--- config.mk ---
export PLATFORM = sky130hd
export DESIGN_NAME = cic_comp_fir
export DESIGN_NICKNAME = d
export VERILOG_FILES = /design/src/rtl/cic_comp_fir.sv
export SDC_FILE = /design/constraint.sdc
export NUM_CORES = 2
export LEC_CHECK = 0
export ABC_AREA = 1
export CAP_MARGIN = 20
export CORE_ASPECT_RATIO = 0.75
export CORE_MARGIN = 4
export CORE_UTILIZATION = 55
export CTS_BUF_LIST = sky130_fd_sc_hd__clkbuf_4 sky130_fd_sc_hd__clkbuf_8
export DETAILED_ROUTE_END_ITERATION = 12
export DONT_BUFFER_PORTS = 1
export PLACE_DENSITY = 0.73
export SLEW_MARGIN = 10
export SYNTH_ARGS = -nofsm -noshare
export SYNTH_HDL_FRONTEND = slang
export SYNTH_SLANG_ARGS = --single-unit
--- constraint.sdc ---
create_clock -name clock -period 5.5 [get_ports clock]
set_input_delay 0 -clock clock [delete_from_list [all_inputs] [get_ports clock]]
set_output_delay 0 -clock clock [all_outputs]
set_load 0.05 [all_outputs]
--- src/rtl/cic_comp_fir.sv ---
// cic_comp_fir: serial-MAC CIC droop compensation FIR, decimate by 1 or 2.
// Optional output saturation: define CIC_COMP_SAT_EN (default build wraps).
`timescale 1ns/1ps
module cic_comp_fir #(
  parameter int IN_WIDTH    = 24,
  parameter int OUT_WIDTH   = 24,
  parameter int COEFF_WIDTH = 18,
  parameter int TAPS        = 32,
  parameter int DECIM       = 2
) (
  input  logic                          clock,
  input  logic                          reset,
  input  logic                          in_strobe,
  input  logic signed [IN_WIDTH-1:0]    in_data,
  input  logic                          coef_wr,
  input  logic [$clog2(TAPS)-1:0]       coef_addr,
  input  logic signed [COEFF_WIDTH-1:0] coef_data,
  input  logic                          overrun_clr,
  output logic                          out_strobe,
  output logic signed [OUT_WIDTH-1:0]   out_data,
  output logic                          busy,
  output logic                          overrun
);

  localparam int AW  = $clog2(TAPS);
  localparam int BUF = 2 * TAPS;
  localparam int BW  = AW + 1;
  localparam int PW  = IN_WIDTH + COEFF_WIDTH;
  localparam int ACW = PW + AW;
  localparam int CW  = AW + 2;
  localparam int PHW = (DECIM > 1) ? $clog2(DECIM) : 1;

  typedef enum logic [1:0] {CLEAR, IDLE, RUN, DONE} state_t;

  logic signed [IN_WIDTH-1:0]    xbuf [BUF];
  logic signed [COEFF_WIDTH-1:0] coef [TAPS];

  state_t            state;
  logic [BW-1:0]     clr_cnt;
  logic [BW-1:0]     wp;
  logic [PHW-1:0]    phase;
  logic              pend;
  logic [BW-1:0]     pend_base;
  logic [BW-1:0]     base;
  logic [CW-1:0]     cnt;

  logic              trig;
  logic              drop;
  logic              rd_en;
  logic [BW-1:0]     rd_addr;

  logic signed [IN_WIDTH-1:0]    x_q;
  logic signed [COEFF_WIDTH-1:0] c_q;
  logic signed [PW-1:0]          prod;
  logic signed [ACW-1:0]         acc;
  logic signed [ACW-1:0]         shifted;
  logic signed [OUT_WIDTH-1:0]   res;
  logic v1, f1, v2, f2;

  assign trig = in_strobe && (state != CLEAR)
             && (phase == PHW'(DECIM - 1));
  assign drop = trig && pend
             && ((state == RUN) || (state == DONE));
  assign rd_en   = (state == RUN) && (cnt < CW'(TAPS));
  assign rd_addr = base - {1'b0, cnt[AW-1:0]};
  assign busy    = (state != IDLE);
  assign shifted = acc >>> (COEFF_WIDTH - 1);

`ifdef CIC_COMP_SAT_EN
  localparam int HW = ACW - OUT_WIDTH + 1;
  logic [HW-1:0] hi;
  assign hi = shifted[ACW-1:OUT_WIDTH-1];

  // clamp results that do not fit the output width
  always_comb begin
    res = shifted[OUT_WIDTH-1:0];
    if (hi != '0 && hi != '1) begin
      if (shifted[ACW-1])
        res = {1'b1, {(OUT_WIDTH-1){1'b0}}};
      else
        res = {1'b0, {(OUT_WIDTH-1){1'b1}}};
    end
  end
`else
  logic unused_hi;
  assign unused_hi = ^shifted[ACW-1:OUT_WIDTH];

  // two's complement wrap: keep the low output bits
  always_comb begin
    res = shifted[OUT_WIDTH-1:0];
  end
`endif

  // sample buffer: zero fill during CLEAR, else capture samples
  always_ff @(posedge clock) begin
    if (state == CLEAR)
      xbuf[clr_cnt] <= '0;
    else if (in_strobe)
      xbuf[wp] <= in_data;
  end

  // coefficient store, writable at any time, never cleared
  always_ff @(posedge clock) begin
    if (coef_wr)
      coef[coef_addr] <= coef_data;
  end

  // datapath: RAM read stage then multiply stage
  always_ff @(posedge clock) begin
    x_q  <= xbuf[rd_addr];
    c_q  <= coef[cnt[AW-1:0]];
    prod <= PW'(x_q) * PW'(c_q);
  end

  // tap-valid pipeline and accumulator (first product reloads)
  always_ff @(posedge clock) begin
    if (reset) begin
      v1  <= 1'b0;
      f1  <= 1'b0;
      v2  <= 1'b0;
      f2  <= 1'b0;
      acc <= '0;
    end else begin
      v1 <= rd_en;
      f1 <= rd_en && (cnt == '0);
      v2 <= v1;
      f2 <= f1;
      if (v2)
        acc <= f2 ? ACW'(prod) : acc + ACW'(prod);
    end
  end

  // control FSM: clear, tap sequencing, output, pending, overrun
  always_ff @(posedge clock) begin
    if (reset) begin
      state      <= CLEAR;
      clr_cnt    <= '0;
      wp         <= '0;
      phase      <= '0;
      pend       <= 1'b0;
      pend_base  <= '0;
      base       <= '0;
      cnt        <= '0;
      out_strobe <= 1'b0;
      out_data   <= '0;
      overrun    <= 1'b0;
    end else begin
      out_strobe <= 1'b0;
      if (drop)
        overrun <= 1'b1;
      else if (overrun_clr)
        overrun <= 1'b0;
      if (in_strobe && state != CLEAR) begin
        wp <= wp + BW'(1);
        if (phase == PHW'(DECIM - 1))
          phase <= '0;
        else
          phase <= phase + PHW'(1);
      end
      unique case (state)
        CLEAR: begin
          clr_cnt <= clr_cnt + BW'(1);
          if (clr_cnt == BW'(BUF - 1))
            state <= IDLE;
        end
        IDLE: begin
          if (trig) begin
            state <= RUN;
            base  <= wp;
            cnt   <= '0;
          end
        end
        RUN: begin
          cnt <= cnt + CW'(1);
          if (trig && !pend) begin
            pend      <= 1'b1;
            pend_base <= wp;
          end
          if (cnt == CW'(TAPS + 2)) begin
            state      <= DONE;
            out_strobe <= 1'b1;
            out_data   <= res;
          end
        end
        DONE: begin
          cnt <= '0;
          if (pend) begin
            state <= RUN;
            base  <= pend_base;
            pend  <= 1'b0;
          end else if (trig) begin
            state <= RUN;
            base  <= wp;
          end else begin
            state <= IDLE;
          end
        end
        default: state <= CLEAR;
      endcase
    end
  end

endmodule

### After elaboration in Yosys (flattened, before gate mapping)

Memories as Yosys holds them, arrays and structs flattened. A register that Yosys moved wholly into a read port is not among the register bits.
Cells that the tools add are included.

* latch bits: 0
* memories: 2
* bits in writable memories: 2112
* ROM bits: 0
* output and inout bits: 27
* register bits: 154
* input bits: 52

* equal/unequal tests: 10
* divide/modulo/power cells: 0
* $lt $le $gt $ge: 1
* $add $sub $neg: 6
* bitwise gates (word level): 1
* mux-type cells: 28
* multipliers: 1
* shift-type cells: 0
* reduce and logical (&&, ||, !) cells: 23

Memory list
* xbuf: words 64, width 24, rd ports 1, clocked after memory_dff 1, wr ports 1, RTL line 35 `logic signed [IN_WIDTH-1:0] xbuf [BUF];`
* coef: words 32, width 18, rd ports 1, clocked after memory_dff 1, wr ports 1, RTL line 36 `logic signed [COEFF_WIDTH-1:0] coef [TAPS];`

Operators with widths (number)
* adder 47 x 42 -> 47 bit: 1
* two-way mux 47 bit: 1
* multiplier 24 x 18 -> 42 bit: 1
* two-way mux 24 bit: 1
* OR reduction 24 bit: 1
* one-hot mux 7 bit (3 select lines): 1
* two-way mux 6 bit: 3
* two-way mux 1 bit: 13
* adder 6 x 1 -> 6 bit (second input constant): 2
* one-hot mux 6 bit (2 select lines): 1
* two-way mux 2 bit: 5
* != test 2 x 1 -> 1 bit (second input constant): 4
* one-hot mux 2 bit (4 select lines): 1
* AND reduction 2 bit: 4
* nonzero test 2 bit: 4
* adder 7 x 1 -> 7 bit (second input constant): 1
* == test 7 x 6 -> 1 bit (second input constant): 1
* logical AND 1 bit: 7
* logical NOT 7 bit: 1
* < comparator 7 x 6 -> 1 bit (second input constant): 1
* two-way mux 7 bit: 1
* == test 6 bit (second input constant): 1
* subtractor 6 x 5 -> 6 bit: 1
* == test 2 bit (second input constant): 2
* other kinds (11): 11

### Logic depth before layout (Yosys ltp)

* depth after elaboration: 6
* depth in mapped cells: 27
* mapped depth without buffers: 26

### Worst setup path after synthesis

No wires, ideal clock.

* kind: register -> register
* start: register x_q[14], read port of xbuf
* end: register prod[27]
* required time: 5.388 ns
* buffers on the path: 2
* path slack: -0.158 ns
* setup time: 0.112 ns
* arrival: 5.546 ns
* cell stages (with the launch flop): 24
* cell sequence: dfxtp_1 clkbuf_1 buf_1 nand2_1 fa_1 inv_1 fa_1 inv_1 fa_1 inv_1 fa_1 fa_1 inv_1 fa_1 inv_1 ha_1 nand2_1 nor2_1 nand2_1 o21ai_0 a21oi_1 or2_2 nand3_1 nand2_1

* longest elaborated chain between the ends: 1

RTL lines
* from (decl): RTL line 52 `logic signed [IN_WIDTH-1:0] x_q;`
* multiplier 24 x 18 -> 42 bit: RTL line 112 `prod <= PW'(x_q) * PW'(c_q);`
* to (signal assigned): RTL line 112
* to (decl): RTL line 54 `logic signed [PW-1:0] prod;`

No other way between the ends.
A chain may end at the register's enable or synchronous reset.

### Worst setup path in the final report

* start: register c_q[3], read port of coef
* end: register prod[39]

* longest elaborated chain between the ends: 1

RTL lines
* from (decl): RTL line 53 `logic signed [COEFF_WIDTH-1:0] c_q;`
* multiplier 24 x 18 -> 42 bit: RTL line 112

No other way between the ends.

==> metrics.csv <==
metric,value,unit
largest net degree at the start of global routing,226,
RSZ-0062 raised after global routing,yes,
Tmin final,5.46,ns
DR iter-0 viols,10500,
synthesized area,108000,µm²
vias in the first global route,75400,
Critical Path RT,6.45,ns
dominant cells by area after synthesis,"edfxtp_1 (59%), fa_1 (7.8%), o21ai_0 (5.2%)",
Final Wtd Congestion,0.948,
die footprint,204000,µm²
vias per cell,5.99,
io pins,79,
Placeable Area,195000,µm²
status,completed,
number of port buffers,0,
TritonCTS sink count,2301,
syn_nets,10200,
Max Freq,0.183,GHz
"flops & latches, synth",2301,
maxcap violations,0,
worst slew pin tran,1.09,ns
Post-synth EDFFs,2112,
share of synthesized registers carrying an async set or reset,0,
CTS Buffer Depth,4,
HPWL Detailed,184000,µm
Synth Area per Inst,11.3,µm²
number of hold violations in the final report,0,
placed inst area,114000,µm²
Storage cell area,67300,µm²
relative slew slack,0.275,
final worst-path cycle share,0.992,
area grow syn2layout,14.4,%
total negative slack,0,ns
final wirelength,307000,µm
Starting Density,0.555,
Final ANT Viol Nets,0,
antenna violations before repair,13,
NumNets Final,10600,
first-pass GRT wire length,458000,µm
number of distinct library cells after synthesis,51,
CTS tree,yes,
hold crit path type,in2reg,
Synth top area share,0.587,
Finished Core Util,0.635,
Setup CP Type,reg2reg,
Die Span Y,392,µm
clock latency on the worst-skew pair,1.09,ns
setup violators final,0,
Pre-antenna DRT Iters,6,
post-synthesis sequential area ratio,0.622,
DR WL/cell,23.7,µm
H-tree depth,5,
Final Instance Area,124000,µm²
CP Launch Type,register,
"Arr. time, crit path",6.40,ns
via count,77300,
highest-count cells in the layout ignoring fill and taps,"edfxtp_1 (2112), nor2_1 (1375), nand2_1 (1168), o21ai_0 (1108), inv_1 (925)",
share of cells above drive strength 1,0.139,
Yosys warning count,0,
"commonest non-fill, non-tap cell in the layout",edfxtp_1,
final non-filler cell total,12900,
dpl cells,12100,
"area leader, netlist",edfxtp_1,
crit end category,register,
clk slew on worst S/H paths,0.07,ns
worst-path maximum fanout,5,
Rows,140,
Chip Width,520,µm
area of the multi-input gates,36300,µm²
clk root buf,clkbuf_8,
cell count after synthesis,9597,
worst clock skew,0.119,ns
DRC errors left,0,
CTS buffer count,359,
main flop type after synthesis,edfxtp_1,
max-slew violation count,0,
GRT overflow,0,
total track usage,0.296,
fill count,14600,
-- worst max-delay path: stages (launching register included) --
cell      delay, ns
dfxtp_4        0.40
buf_12         0.12
nand2_2        0.07
inv_2          0.08
fa_2           0.49
buf_6          0.16
fa_2           0.66
buf_12         0.14
fa_2           0.44
fa_1           0.49
inv_1          0.06
fa_2           0.52
inv_1          0.05
fa_1           0.50
ha_4           0.32
nand2_2        0.07
nor2_2         0.14
inv_2          0.07
buf_4          0.13
o221ai_1       0.18
a31oi_2        0.07
nand3_1        0.10
nand2_1        0.05
nand2_1        0.07
-- cell families after synthesis --
logic type      after synthesis  share of synthesized area
xor+xnor                     55                    0.00446
fa+ha+maj                   574                     0.0957
flops                      2301                      0.622
simple gates               3049                      0.111
compound gates             2085                      0.112
buf+inv                    1533                     0.0555
-- final timing paths --
check / end / from / cells after the start / slack [ns]
hold reg to reg: pend_base[0] / pend_base[0] / 2 / 0.47
setup reg to reg: prod[39] / c_q[3] / 23 / 0.04
setup / recovery: prod[39] / c_q[3] / 23 / 0.04
hold / removal: coef[31][13] / coef_addr[4] / 3 / 0.07
-- cells in the mapped netlist (23+ instances only) --
library cell  instances
o21ai_0            1131
nand2_1            1205
o21ai_1             118
fa_1                421
a21oi_1             199
edfxtp_1           2112
xor2_1               34
dfxtp_1             189
buf_2               136
nand4_1              23
o22ai_1             231
o211ai_1             60
buf_1                27
o221ai_1            267
nor2_1             1508
inv_1               957
ha_1                153
clkbuf_1            391
nand3_1             267
-- cell type report --
type / instances / share of cell area
multi-input cells: 5763 / 0.294
repair buffers: 623 / 0.0504
diodes: 4 / 0.0000810
flip-flops and latches: 2301 / 0.544
well taps: 2627 / 0.0266
inverters: 965 / 0.0296
clock inverters: 155 / 0.00776
clock buffers: 476 / 0.0476
-- routing by layer --
metal / part of all wire / global-route usage
met5: 0.00013 / 0
met4: 0.040 / 0.113
met3: 0.12 / 0.0722
met2: 0.44 / 0.438
met1: 0.40 / 0.425
-- per-stage QoR --
stage,setup WS [ns],hold WS [ns]
final,0.0439,0.0657
after global routing,-0.157,0.0771
after CTS,-0.0240,0.0788
after detailed placement,-0.268,0.0807
after global placement,-0.204,0.0790
after floorplan,-0.00687,0.0989
-- state kept, by name, indices dropped and copies added (netlist names), 2 cells and up --
name and count:
pend_base 6, cnt 7, prod 41, out_data 24, coef 576, wp 6, state 2, x_q 24
base 6, c_q 18, clr_cnt 6, xbuf 1536, acc 41
-- repair_timing --
action | 4_1_cts | 5_1_grt
pin swaps | 11 | 100
hold buffers | 132 | 1
hold endpoints to repair | 2794 | 8
gates resized for setup | 69 | 271
buffers inserted | 2 | 17
endpoints found under the setup margin | 22 | 27
gates cloned | 0 | 6
Power is left out: the tool's default activity adds up to more than one toggle a clock period on the data nets, which glitch-free logic cannot reach.
